===== src/rtl/uart_rx_deframer.sv =====
// uart_rx_deframer
//   UART receive front end for the UART-to-Wishbone bridge. Synchronises the
//   serial line, validates the start bit at mid-bit, samples 8 data bits
//   LSB-first at mid-bit, checks the stop bit, and hands each byte to the
//   command parser through a one-entry valid/ready holding register.
//
// Ports
//   clk          system clock, rising edge
//   rst          synchronous active-high reset
//   i_start_rx   receive enable; low aborts any frame and holds IDLE
//   i_uart_rx    asynchronous serial input, idle high
//   o_data       received byte, stable while o_valid=1
//   o_valid      holding register full
//   i_ready      consumer accepts o_data when o_valid & i_ready
//   o_frame_err  one-cycle pulse: stop bit sampled low
//   o_overrun    one-cycle pulse: byte dropped because holding register full
//   o_busy       FSM not in IDLE
module uart_rx_deframer #(
  parameter longint unsigned CLOCK_FREQ   = 50000000,
  parameter longint unsigned BAUD_RATE    = 9600,
  parameter int unsigned     CLKS_PER_BIT = 32'(CLOCK_FREQ / BAUD_RATE)
) (
  input  logic       clk,
  input  logic       rst,
  input  logic       i_start_rx,
  input  logic       i_uart_rx,
  output logic [7:0] o_data,
  output logic       o_valid,
  input  logic       i_ready,
  output logic       o_frame_err,
  output logic       o_overrun,
  output logic       o_busy
);

  if (CLKS_PER_BIT < 4) begin : g_cpb_check
    $error("uart_rx_deframer: CLKS_PER_BIT must be >= 4");
  end

  localparam int unsigned CNT_W = (CLKS_PER_BIT > 1) ? $clog2(CLKS_PER_BIT) : 1;
  localparam logic [CNT_W-1:0] CNT_LAST = CNT_W'(CLKS_PER_BIT - 1);
  localparam logic [CNT_W-1:0] CNT_MID  = CNT_W'(CLKS_PER_BIT / 2 - 1);

  localparam logic [2:0] S_IDLE  = 3'd0;
  localparam logic [2:0] S_START = 3'd1;
  localparam logic [2:0] S_DATA  = 3'd2;
  localparam logic [2:0] S_STOP  = 3'd3;
  localparam logic [2:0] S_BREAK = 3'd4;

  logic             sync1_q, sync2_q;
  logic             rx_s;
  logic [2:0]       state_q, state_d;
  logic [CNT_W-1:0] clk_cnt_q, clk_cnt_d;
  logic [2:0]       bit_idx_q, bit_idx_d;
  logic [7:0]       shift_q, shift_d;
  logic [7:0]       data_q;
  logic             valid_q;
  logic             frame_err_q;
  logic             overrun_q;
  logic             load_ok;
  logic             stop_err;

  assign rx_s = sync2_q;

  always_comb begin
    state_d   = state_q;
    clk_cnt_d = clk_cnt_q;
    bit_idx_d = bit_idx_q;
    shift_d   = shift_q;
    load_ok   = 1'b0;
    stop_err  = 1'b0;
    if (!i_start_rx) begin
      state_d   = S_IDLE;
      clk_cnt_d = '0;
      bit_idx_d = '0;
    end else begin
      case (state_q)
        S_IDLE: begin
          if (!rx_s) begin
            state_d   = S_START;
            clk_cnt_d = '0;
          end
        end
        S_START: begin
          if (clk_cnt_q == CNT_MID) begin
            clk_cnt_d = '0;
            bit_idx_d = '0;
            // Line back high at mid start bit: glitch, no frame.
            state_d   = rx_s ? S_IDLE : S_DATA;
          end else begin
            clk_cnt_d = clk_cnt_q + CNT_W'(1);
          end
        end
        S_DATA: begin
          if (clk_cnt_q == CNT_LAST) begin
            clk_cnt_d          = '0;
            shift_d[bit_idx_q] = rx_s;
            if (bit_idx_q == 3'd7) begin
              state_d = S_STOP;
            end else begin
              bit_idx_d = bit_idx_q + 3'd1;
            end
          end else begin
            clk_cnt_d = clk_cnt_q + CNT_W'(1);
          end
        end
        S_STOP: begin
          if (clk_cnt_q == CNT_LAST) begin
            clk_cnt_d = '0;
            // Leaving at mid-stop lets the next start edge be caught with no gap.
            if (rx_s) begin
              load_ok = 1'b1;
              state_d = S_IDLE;
            end else begin
              stop_err = 1'b1;
              state_d  = S_BREAK;
            end
          end else begin
            clk_cnt_d = clk_cnt_q + CNT_W'(1);
          end
        end
        S_BREAK: begin
          // A held-low line must go high before another start is accepted.
          if (rx_s) begin
            state_d = S_IDLE;
          end
        end
        default: begin
          state_d = S_IDLE;
        end
      endcase
    end
  end

  always_ff @(posedge clk) begin
    if (rst) begin
      sync1_q     <= 1'b1;
      sync2_q     <= 1'b1;
      state_q     <= S_IDLE;
      clk_cnt_q   <= '0;
      bit_idx_q   <= '0;
      shift_q     <= '0;
      data_q      <= '0;
      valid_q     <= 1'b0;
      frame_err_q <= 1'b0;
      overrun_q   <= 1'b0;
    end else begin
      sync1_q     <= i_uart_rx;
      sync2_q     <= sync1_q;
      state_q     <= state_d;
      clk_cnt_q   <= clk_cnt_d;
      bit_idx_q   <= bit_idx_d;
      shift_q     <= shift_d;
      frame_err_q <= stop_err;
      overrun_q   <= 1'b0;
      if (load_ok) begin
        // A consume in the same cycle frees the slot for the new byte.
        if (!valid_q || i_ready) begin
          data_q  <= shift_q;
          valid_q <= 1'b1;
        end else begin
          overrun_q <= 1'b1;
        end
      end else if (valid_q && i_ready) begin
        valid_q <= 1'b0;
      end
    end
  end

  assign o_data      = data_q;
  assign o_valid     = valid_q;
  assign o_frame_err = frame_err_q;
  assign o_overrun   = overrun_q;
  assign o_busy      = (state_q != S_IDLE);

endmodule


===== config.mk =====
export PLATFORM = sky130hd
export DESIGN_NAME = uart_rx_deframer
export DESIGN_NICKNAME = d
export VERILOG_FILES = /design/src/rtl/uart_rx_deframer.sv
export SDC_FILE = /design/constraint.sdc
export NUM_CORES = 1
export LEC_CHECK = 0
export CORE_UTILIZATION = 60
export CTS_BUF_LIST = sky130_fd_sc_hd__clkbuf_8
export DETAILED_ROUTE_END_ITERATION = 8
export GPL_TIMING_DRIVEN = 0
export PLACE_DENSITY = 0.79
export SYNTH_ARGS = -nofsm -noshare
export SYNTH_HDL_FRONTEND = slang
export SYNTH_SLANG_ARGS = --single-unit

===== constraint.sdc =====
create_clock -name clk -period 5.21 [get_ports clk]
set_clock_uncertainty 0.05 [all_clocks]
set_input_delay 0.521 -clock clk [delete_from_list [all_inputs] [get_ports clk]]
set_output_delay 0.521 -clock clk [all_outputs]
set_load 0.01 [all_outputs]

==> results.tsv <==
stage	metric	value	unit
timing	Period Utilization, post-route	0.424	
pwr	Sw Ratio	0.218	
global_routing	first-pass GRT wire length	6980	um
drt	DRT iter0 DRCs	135	
worst_setup_path	CP Data Required Time	5.33	ns
drt	WL per Instance	13.8	um
worst_setup_path	CP arrival	2.33	ns
timing	slew margin rel.	0.632	
timing	Final Hold Viols	0	
placed_design	pre-CTS setup slack	2.89	ns
pwr	sequential share of power	0.526	
global_routing	largest net degree at the start of global routing	14	
clock_tree	CTS clk-pin slew, worst paths	0.08	ns
clock_tree	buffer count from post-CTS setup fixing	0	
global_routing	global route overflow	0	
run	Max Cap Violations	0	
drt	Vias	1744	
floorplanning	IO Count	17	
worst_setup_path	Worst setup EP type	flip-flop	
synthesis	Synth Area per Inst	8.24	um^2
final_layout	Area Overhead vs Synth	16.5	%
synthesis	sequential share of the synthesized area	0.405	
synthesis	Syn. warnings	0	
clock_tree	total clock sinks	40	
clock_tree	H-tree Lvls	2	
clock_tree	CTS tree	yes	
timing	RSZ-0062 raised after global routing	no	
final_layout	most frequent cells in the layout	dfxtp_1 (40), nand2_1 (34), nor2_1 (33)	
drt	Routed WL	4240	um
timing	worst hold margin	0.362	ns
drt	DR pass1 iterations	4	
worst_setup_path	kind of critical path	reg2reg	
floorplanning	Die Area	0.00353	mm^2
pwr	Internal Power	0.455	mW
global_routing	GRT Overall Usage	0.269	
timing	Final Max Slew Viols	0	
synthesis	EDFF count, synth	0	
placed_design	Cells after DPL	300	
floorplanning	Initial Util	0.637	
final_layout	Antenna Cells	0	
timing	setup_tns	0	ns
drt	vias per cell	5.66	
final_layout	non-filler cells, final	308	
final_layout	fin util	0.743	
synthesis	synthesized cell area	0.00198	mm^2
pwr	maximum VDD drop	0.185	mV
placed_design	area post-placement	0.00219	mm^2
pwr	Final Power	0.582	mW
pwr	P_sw	0.127	mW
placed_design	GPL Wtd Cong	0.878	
min_path	Tightest Hold Check Type	reg2reg	
timing	final setup vio count	0	
worst_setup_path	crit-path max FO	8	
placed_design	Port Buffers	16	
synthesis	Top FF cell, synth	dfxtp_1	
final_layout	Final #Nets	272	
pwr	Leak	0.810	nW
floorplanning	row cnt	20	
timing	fmax	452	MHz
status	status	finished, final reports clean	
drt	DRC Markers	0	
clock_tree	clk_lat worst skew	0.30	ns
clock_tree	post_cts resized	0	
clock_tree	CTS max path bufs	2	
clock_tree	CTS Hold Buffers Added	0	
global_routing	antenna violations before repair	0	
timing	final worst-path setup slack	3.00	ns
clock_tree	CTS Buf Count	5	
worst_setup_path	flop2flop setup slack	3.00	ns
drt	remaining antenna violation count	0	
pwr	Comb pwr share	0.034	
pwr	Pwr Density	253	mW/mm^2
timing	min Tclk post-route	2.21	ns
worst_setup_path	CP startpoint kind	flip-flop	
final_layout	post-route design area	0.00230	mm^2
placed_design	Final HPWL DP	2930	um
synthesis	post-synthesis async set-or-reset flop share	0	
final_layout	commonest non-fill, non-tap cell in the layout	dfxtp_1	
synthesis	Mapped Cells	240	
final_layout	share of post-route cells with drive strength above 1	0.0720	
floorplanning	Die Span Y	59.4	um
synthesis	Synth Net Count	249	
timing	Worst-Margin Slew	0.550	ns
global_routing	vias in the first global route	1522	
floorplanning	core area	0.00310	mm^2
floorplanning	Die X	59.4	um
clock_tree	clk root buf	clkbuf_8	
synthesis	Synth cell types	38	
pwr	Clock Power Share	0.439	
synthesis	register bit count reported by yosys	40	
-- Yosys cell counts (5+ instances only) --
| library cell | count | area share |
|---|---|---|
| dfxtp_1 | 40 | 0.40 |
| nand2_1 | 34 | 0.065 |
| nor2_1 | 33 | 0.063 |
| nand3_1 | 21 | 0.053 |
| mux2i_1 | 20 | 0.10 |
| nor3_1 | 12 | 0.030 |
| a31oi_1 | 11 | 0.035 |
| clkbuf_1 | 8 | 0.015 |
| buf_2 | 5 | 0.013 |
| nand2b_1 | 5 | 0.016 |
| nor2b_1 | 5 | 0.016 |
-- path summary, 6_finish.rpt --
check               start  cells past startpoint         to
min reg2reg       sync1_q                      1       rx_s
max reg2reg  clk_cnt_q[0]                      6  o_data[3]
min               sync1_q                      1       rx_s
max          clk_cnt_q[0]                      6  o_data[3]
-- area by class of cell --
| cell class | count | area [um^2] |
|---|---|---|
| clock inverters | 3 | 42.5 |
| repair buffers | 16 | 160 |
| clock buffers | 5 | 68.8 |
| plain buffers | 15 | 70.1 |
| flip-flops and latches | 40 | 801 |
| inverters | 3 | 11.3 |
| fillers | 261 | 798 |
| multi-input cells | 182 | 1100 |
| well taps | 44 | 55.1 |
-- worst max-delay path, stage by stage (launching register included) --
cell and delay (ns):
dfxtp_1 0.42, ha_1 0.19, nor3b_1 0.29, nand4_2 0.26, nor3_4 0.56, mux2i_1 0.26, nor2_1 0.06
-- cell families after synthesis --
logic type | after synthesis | synth area share
compound gates | 21 | 0.0734
mux | 20 | 0.101
buf+inv | 18 | 0.0411
fa+ha+maj | 4 | 0.0253
simple gates | 137 | 0.354
flops | 40 | 0.405
-- power groups by stage --
stage / sequential, mW / clock, mW / combinational (mW)
after floorplan: 0.314 / 0 / 0.0117
after global placement: 0.314 / 0 / 0.0195
after CTS: 0.307 / 0.260 / 0.0198
final: 0.307 / 0.256 / 0.0199
after global routing: 0.307 / 0.271 / 0.0216
after detailed placement: 0.314 / 0 / 0.0197
-- layer usage --
metal / vias to the layer above / wire length, um / track usage
met3: 7 / 326 / 0.0699
met5: - / 0 / 0
met1: 782 / 2010 / 0.387
li1: 890 / - / -
met4: 0 / 55 / 0.0884
met2: 65 / 1840 / 0.388
-- flip-flops by register name (all words and copies together) (netlist names) --
name,cells
rx_s,1
bit_idx_q,3
state_q,3
o_data,8
o_valid,1
o_overrun,1
clk_cnt_q,13
sync1_q,1
o_frame_err,1
shift_q,8
Power figures use the tool's default switching activity.
